## src/rtl/avsdadc_pkg.sv

```systemverilog
// Shared state type, default geometry and helpers for the avsdadc SAR controller.
package avsdadc_pkg;

    typedef enum logic [1:0] {
        StIdle,
        StSample,
        StConvert
    } sar_state_e;

    localparam int unsigned DefWidth        = 10;
    localparam int unsigned DefSampleCycles = 2;
    localparam int unsigned DefSettleCycles = 2;

    // Four summed words need two extra bits of headroom.
    function automatic int unsigned acc_width(input int unsigned width);
        return width + 2;
    endfunction

endpackage

```

## src/rtl/avsdadc_sar_timer.sv

```systemverilog
// Phase down-counter: after a load of N, done_o is high during the Nth following cycle.
module avsdadc_sar_timer #(
    parameter int unsigned CntW = 2
) (
    input  logic            clk_i,
    input  logic            rst_ni,
    input  logic            load_i,
    input  logic [CntW-1:0] load_val_i,
    output logic            done_o
);

    logic [CntW-1:0] cnt_q;

    always_ff @(posedge clk_i or negedge rst_ni) begin
        if (!rst_ni) begin
            cnt_q <= '0;
        end else if (load_i) begin
            cnt_q <= load_val_i - CntW'(1);
        end else if (cnt_q != '0) begin
            cnt_q <= cnt_q - CntW'(1);
        end
    end

    assign done_o = (cnt_q == '0);

endmodule

```

## src/rtl/avsdadc_sar_ctrl.sv

```systemverilog
// SAR ADC controller: track/hold, MSB-first binary search on the cap-DAC, valid/ready result.
// Define AVSDADC_AVG4_EN to average four back-to-back conversions per accepted start.
module avsdadc_sar_ctrl
    import avsdadc_pkg::*;
#(
    parameter int unsigned WIDTH         = DefWidth,
    parameter int unsigned SAMPLE_CYCLES = DefSampleCycles,
    parameter int unsigned SETTLE_CYCLES = DefSettleCycles
) (
    input  logic             CLK,
    input  logic             reset,
    input  logic             start,
    output logic             busy,
    output logic             SAMPLE,
    output logic [WIDTH-1:0] D_TRIAL,
    input  logic             CMP_IN,
    output logic [WIDTH-1:0] result,
    output logic             valid,
    input  logic             ready
);

    localparam int unsigned MaxCyc = (SAMPLE_CYCLES > SETTLE_CYCLES) ? SAMPLE_CYCLES
                                                                     : SETTLE_CYCLES;
    localparam int unsigned CntW   = $clog2(MaxCyc + 1);
    localparam int unsigned IdxW   = (WIDTH > 1) ? $clog2(WIDTH) : 1;
    localparam logic [WIDTH-1:0] TopBit = WIDTH'(1) << (WIDTH - 1);

    sar_state_e      state_q;
    logic [IdxW-1:0] bit_idx_q;
    logic [WIDTH-1:0] sar_q;

    logic            timer_load;
    logic            timer_done;
    logic [CntW-1:0] timer_val;

    logic             accept;
    logic             arm;
    logic             sample_end;
    logic             trial_end;
    logic             last_bit;
    logic             next_pass;
    logic [WIDTH-1:0] bit_mask;
    logic [WIDTH-1:0] next_mask;
    logic [WIDTH-1:0] kept_word;
    logic [WIDTH-1:0] final_word;

    // A pending result may be retired on the same edge that takes the next start.
    assign accept     = (state_q == StIdle) && start && (!valid || ready);
    // First SAMPLE cycle is a lead-in: outputs go live one edge after acceptance.
    assign arm        = (state_q == StSample) && !busy;
    assign sample_end = (state_q == StSample) && busy && timer_done;
    assign trial_end  = (state_q == StConvert) && timer_done;
    assign last_bit   = (bit_idx_q == '0);
    assign bit_mask   = WIDTH'(1) << bit_idx_q;
    assign next_mask  = bit_mask >> 1;
    assign kept_word  = CMP_IN ? (sar_q | bit_mask) : sar_q;

`ifdef AVSDADC_AVG4_EN
    localparam int unsigned AccW = acc_width(WIDTH);

    logic [1:0]      pass_q;
    logic [AccW-1:0] acc_q;
    logic [AccW-1:0] acc_sum;

    assign acc_sum    = acc_q + AccW'(kept_word);
    assign next_pass  = (pass_q != 2'd3);
    assign final_word = acc_sum[AccW-1:2];

    always_ff @(posedge CLK or negedge reset) begin
        if (!reset) begin
            pass_q <= '0;
            acc_q  <= '0;
        end else if (accept) begin
            pass_q <= '0;
            acc_q  <= '0;
        end else if (trial_end && last_bit) begin
            pass_q <= pass_q + 2'd1;
            acc_q  <= acc_sum;
        end
    end
`else
    assign next_pass  = 1'b0;
    assign final_word = kept_word;
`endif

    always_comb begin
        timer_load = 1'b0;
        timer_val  = CntW'(SETTLE_CYCLES);
        if (arm) begin
            timer_load = 1'b1;
            timer_val  = CntW'(SAMPLE_CYCLES);
        end else if (sample_end || (trial_end && !last_bit)) begin
            timer_load = 1'b1;
        end else if (trial_end && next_pass) begin
            timer_load = 1'b1;
            timer_val  = CntW'(SAMPLE_CYCLES);
        end
    end

    avsdadc_sar_timer #(
        .CntW(CntW)
    ) u_timer (
        .clk_i     (CLK),
        .rst_ni    (reset),
        .load_i    (timer_load),
        .load_val_i(timer_val),
        .done_o    (timer_done)
    );

    always_ff @(posedge CLK or negedge reset) begin
        if (!reset) begin
            state_q   <= StIdle;
            bit_idx_q <= '0;
            sar_q     <= '0;
            busy      <= 1'b0;
            SAMPLE    <= 1'b0;
            D_TRIAL   <= '0;
            result    <= '0;
            valid     <= 1'b0;
        end else begin
            if (valid && ready) begin
                valid <= 1'b0;
            end
            unique case (state_q)
                StIdle: begin
                    if (accept) begin
                        state_q <= StSample;
                        sar_q   <= '0;
                    end
                end
                StSample: begin
                    if (arm) begin
                        busy   <= 1'b1;
                        SAMPLE <= 1'b1;
                    end else if (timer_done) begin
                        SAMPLE    <= 1'b0;
                        state_q   <= StConvert;
                        bit_idx_q <= IdxW'(WIDTH - 1);
                        D_TRIAL   <= TopBit;
                    end
                end
                StConvert: begin
                    if (timer_done) begin
                        if (!last_bit) begin
                            sar_q     <= kept_word;
                            bit_idx_q <= bit_idx_q - IdxW'(1);
                            D_TRIAL   <= kept_word | next_mask;
                        end else if (next_pass) begin
                            sar_q   <= '0;
                            D_TRIAL <= '0;
                            SAMPLE  <= 1'b1;
                            state_q <= StSample;
                        end else begin
                            result  <= final_word;
                            valid   <= 1'b1;
                            busy    <= 1'b0;
                            D_TRIAL <= '0;
                            state_q <= StIdle;
                        end
                    end
                end
                default: state_q <= StIdle;
            endcase
        end
    end

endmodule

```

## config.mk

```make
export PLATFORM = sky130hd
export DESIGN_NAME = avsdadc_sar_ctrl
export DESIGN_NICKNAME = d
export VERILOG_FILES = /design/src/rtl/avsdadc_pkg.sv /design/src/rtl/avsdadc_sar_timer.sv /design/src/rtl/avsdadc_sar_ctrl.sv
export SDC_FILE = /design/constraint.sdc
export NUM_CORES = 1
export LEC_CHECK = 0
export CORE_MARGIN = 5
export CORE_UTILIZATION = 53
export CTS_CLUSTER_DIAMETER = 80
export DETAILED_ROUTE_END_ITERATION = 6
export GPL_ROUTABILITY_DRIVEN = 0
export PLACE_DENSITY_LB_ADDON = 0.1
export SYNTH_ARGS = -nofsm -noshare
export SYNTH_HDL_FRONTEND = slang
export SYNTH_SLANG_ARGS = --single-unit
```

## constraint.sdc

```tcl
create_clock -name CLK -period 2.6 [get_ports CLK]
set_input_delay 0.52 -clock CLK [delete_from_list [all_inputs] [get_ports CLK]]
set_output_delay 0.52 -clock CLK [all_outputs]
set_load 0.02 [all_outputs]
```

==> impl_metrics.yaml <==
sta:
  fin_crit_sh_pct: 83.21
  rsz0062_at_grt: "false"
  slew_violations: 0
  min_period_ps: 2164
  finalSetupTns_ps: 0
  skew_ps: 14.69
  whs_ps: 271.4
  worst_pin_slew_ps: 878.6
  relSlewSlack_pct: 41.43
  fmax_mhz: 462.2
  setup_viol: 0
  hold_viol_final: 0
clock_tree:
  hold_buffers: 0
  clock_latency_ps: 350
  clk_pin_slew_ps: 130
  cts-root-buf: "clkbuf_4"
  cts_buffer_depth: 2
  cts_made_buffers: 5
  h-tree-depth: 2
  cts_setup_buffers: 0
  cts_num_sinks: 41
  cts_tree: "built"
  cts_resized: 0
route:
  first_iter_violations: 51
  dr.pass1.iters: 6
  wl_per_cell_um: 14.89
  drcViolationCount: 0
  vias_per_cell: 5.577
  num_vias: 1411
  wirelength_um: 3766
  antenna_left: 0
global_route:
  grt_use_total_pct: 16.53
  grt_max_degree: 42
  grt_busiest_layer: "met2"
  grt-ovfl-total: 0
  grt_pass1_wl_um: 6417
  grt_antenna_before_repair: 0
  grt_pass1_vias: 1340
  grt_util_met1_pct: 22.31
  grtUsageMet3_pct: 6.377
  global_route.usage.met2_pct: 24.58
logic_synthesis:
  syn_inst: 180
  syn_nets: 191
  synth_top_area_share_pct: 55.26
  synth_simple_gate_area_share_pct: 16.17
  synth_most_common_cell: "dfrtp_1"
  synth-compound-area-share_pct: 20.08
  syn-cell-area_um2: 1857
  synthAdderAreaFrac_pct: 4.043
  ys_seq_area_share_pct: 55.26
  ys_ff_latch: 41
  synth_top_family_by_area: "compound AO/OA/AOI/OAI gates"
  synth_edf_count: 0
  syn_avg_cell_area_um2: 10.32
  synth_area_leaders: "dfrtp_1 55%, nand2_1 6.3%, a21oi_1 4.9%, a21o_1 4.0%, ha_1 4.0%"
  ys.flop_type: "dfrtp_1"
  synth_cell_types: 35
  synth_xor_area_share_pct: 0.4717
  ys_top_cells_by_count: "41 x dfrtp_1, 31 x nand2_1, 18 x a21oi_1"
  synth.area.mux_share_pct: 0.5391
  ys_async_sr_fraction_pct: 100.0
  yosysTopAreaCell: "dfrtp_1"
  synth_warnings: 0
final_layout:
  num_antenna_cells: 0
  multi_input_area_um2: 767.0
  final_nets: 217
  syn_to_final_growth_pct: 19.68
  regArea_um2: 1026
  nFillCells: 294
  final_layout_size_suffix_gt1_share_pct: 7.246
floorplan:
  die_h_um: 69.19
  fp-row-count: 21
  die_area_um2: 4787
  initial_utilization_pct: 55.21
  core_area_um2: 3363
  io_pins: 28
  die_w_um: 69.19
power:
  peakVddDrop_mv: 0.5153
  p_leak_nw: 1.045
  power_density_nw_per_um2: 1008
status:
  status: "finished clean"
critical_path:
  crit_type: "flop to flop"
  crit_arrival_ps: 2440
  end_kind: "flop"
  critPathRequiredTime_ps: 2870
  crit_start: "bit_idx_q[0]"
  critPathLaunchType: "flop"
  crit_path_max_fanout: 11
  r2r-start: "bit_idx_q[0]"
min_path:
  hp-class: "input port to asynchronous set/reset pin"
placed_design:
  place_hpwl_um: 2826
  port_buffers: 27
flow_run:
  drv_cap: 0
[cell families (layout without fill, tap and decap cells)]
family / Yosys count / after routing
AO/OA/AOI/OAI: 59 / 59
XOR/XNOR: 1 / 1
adder cells (fa/ha/maj): 6 / 6
buffers and inverters: 13 / 40
flip-flops: 41 / 41
multiplexers: 1 / 1
AND/OR/NAND/NOR: 59 / 59
[cell type report]
| class | instances | share of cell area (%) |
|---|---|---|
| Inverter | 4 | 0.6757 |
| Clock buffer | 5 | 1.689 |
| Tap cell | 46 | 2.590 |
| Sequential cell | 41 | 46.17 |
| Clock inverter | 3 | 2.083 |
| Multi-Input combinational cell | 126 | 34.52 |
| Timing Repair Buffer | 28 | 12.27 |
[registers in the layout (all words and copies together), names as in the netlist]
register       flops
u_timer.cnt_q      2
busy               1
bit_idx_q          4
state_q            2
SAMPLE             1
sar_q             10
result            10
valid              1
D_TRIAL           10
[cells in the final DEF, fill, tap and decap left out, drive strengths merged, types with 2 or more instances in the layout]
cell type,netlist,final
a21o,10,10
a21oi,18,18
a31oi,4,4
and2,2,2
and3b,2,2
buf,7,2
clkbuf,2,5
clkdlybuf4s50,0,26
dfrtp,41,41
ha,6,6
inv,4,4
nand2,31,31
nand2b,3,3
nand3,2,2
nor2,6,6
nor2b,3,3
nor3b,2,2
o21ai,15,15
o2bb2ai,8,8
or3,2,2
or3b,2,2
[critical path: stages, from the launching register on]
cell	delay [ps]
dfrtp_1	450
inv_1	130
ha_1	260
or3b_4	420
nand2_1	310
and2_1	360
o2bb2ai_1	160
[power by group]
group | total [mW] | internal (mW) | switching [mW]
Combinational | 0.899 | 0.400 | 0.499
Clock | 0.413 | 0.204 | 0.210
Sequential | 0.928 | 0.795 | 0.133
[final timing paths]
kind,end,slack (ps),depth (start not counted)
setup / recovery,sar_q[2],440,6
hold / removal,result[0],270,1
setup reg to reg,sar_q[2],440,6
hold reg to reg,D_TRIAL[6],500,1
max in group asynchronous,sar_q[9],1780,1
min in group CLK,D_TRIAL[6],500,1
[per-stage QoR]
step | instances | worst slack, ps | cell area, µm² | util [%] | power (mW)
floorplan | 180 | 767.4 | 1857 | - | 1.503
global route | 253 | 252.4 | 2222 | 66.07 | 2.398
CTS | 253 | 452.1 | 2222 | 66.07 | 2.264
finish | 253 | 436.4 | 2222 | 66.07 | 2.241
detailed placement | 245 | 471.4 | 2138 | 63.58 | 1.848
global placement | 245 | 513.3 | 2138 | 63.58 | 1.815
[per-layer routing]
layer  vias to the layer above  wire, µm
li1                        679         -
met3                         4       246
met4                         0        27
met1                       689      1701
met2                        39      1791
met5                         -         0
Note: power is estimated with default switching activity, not from simulation.
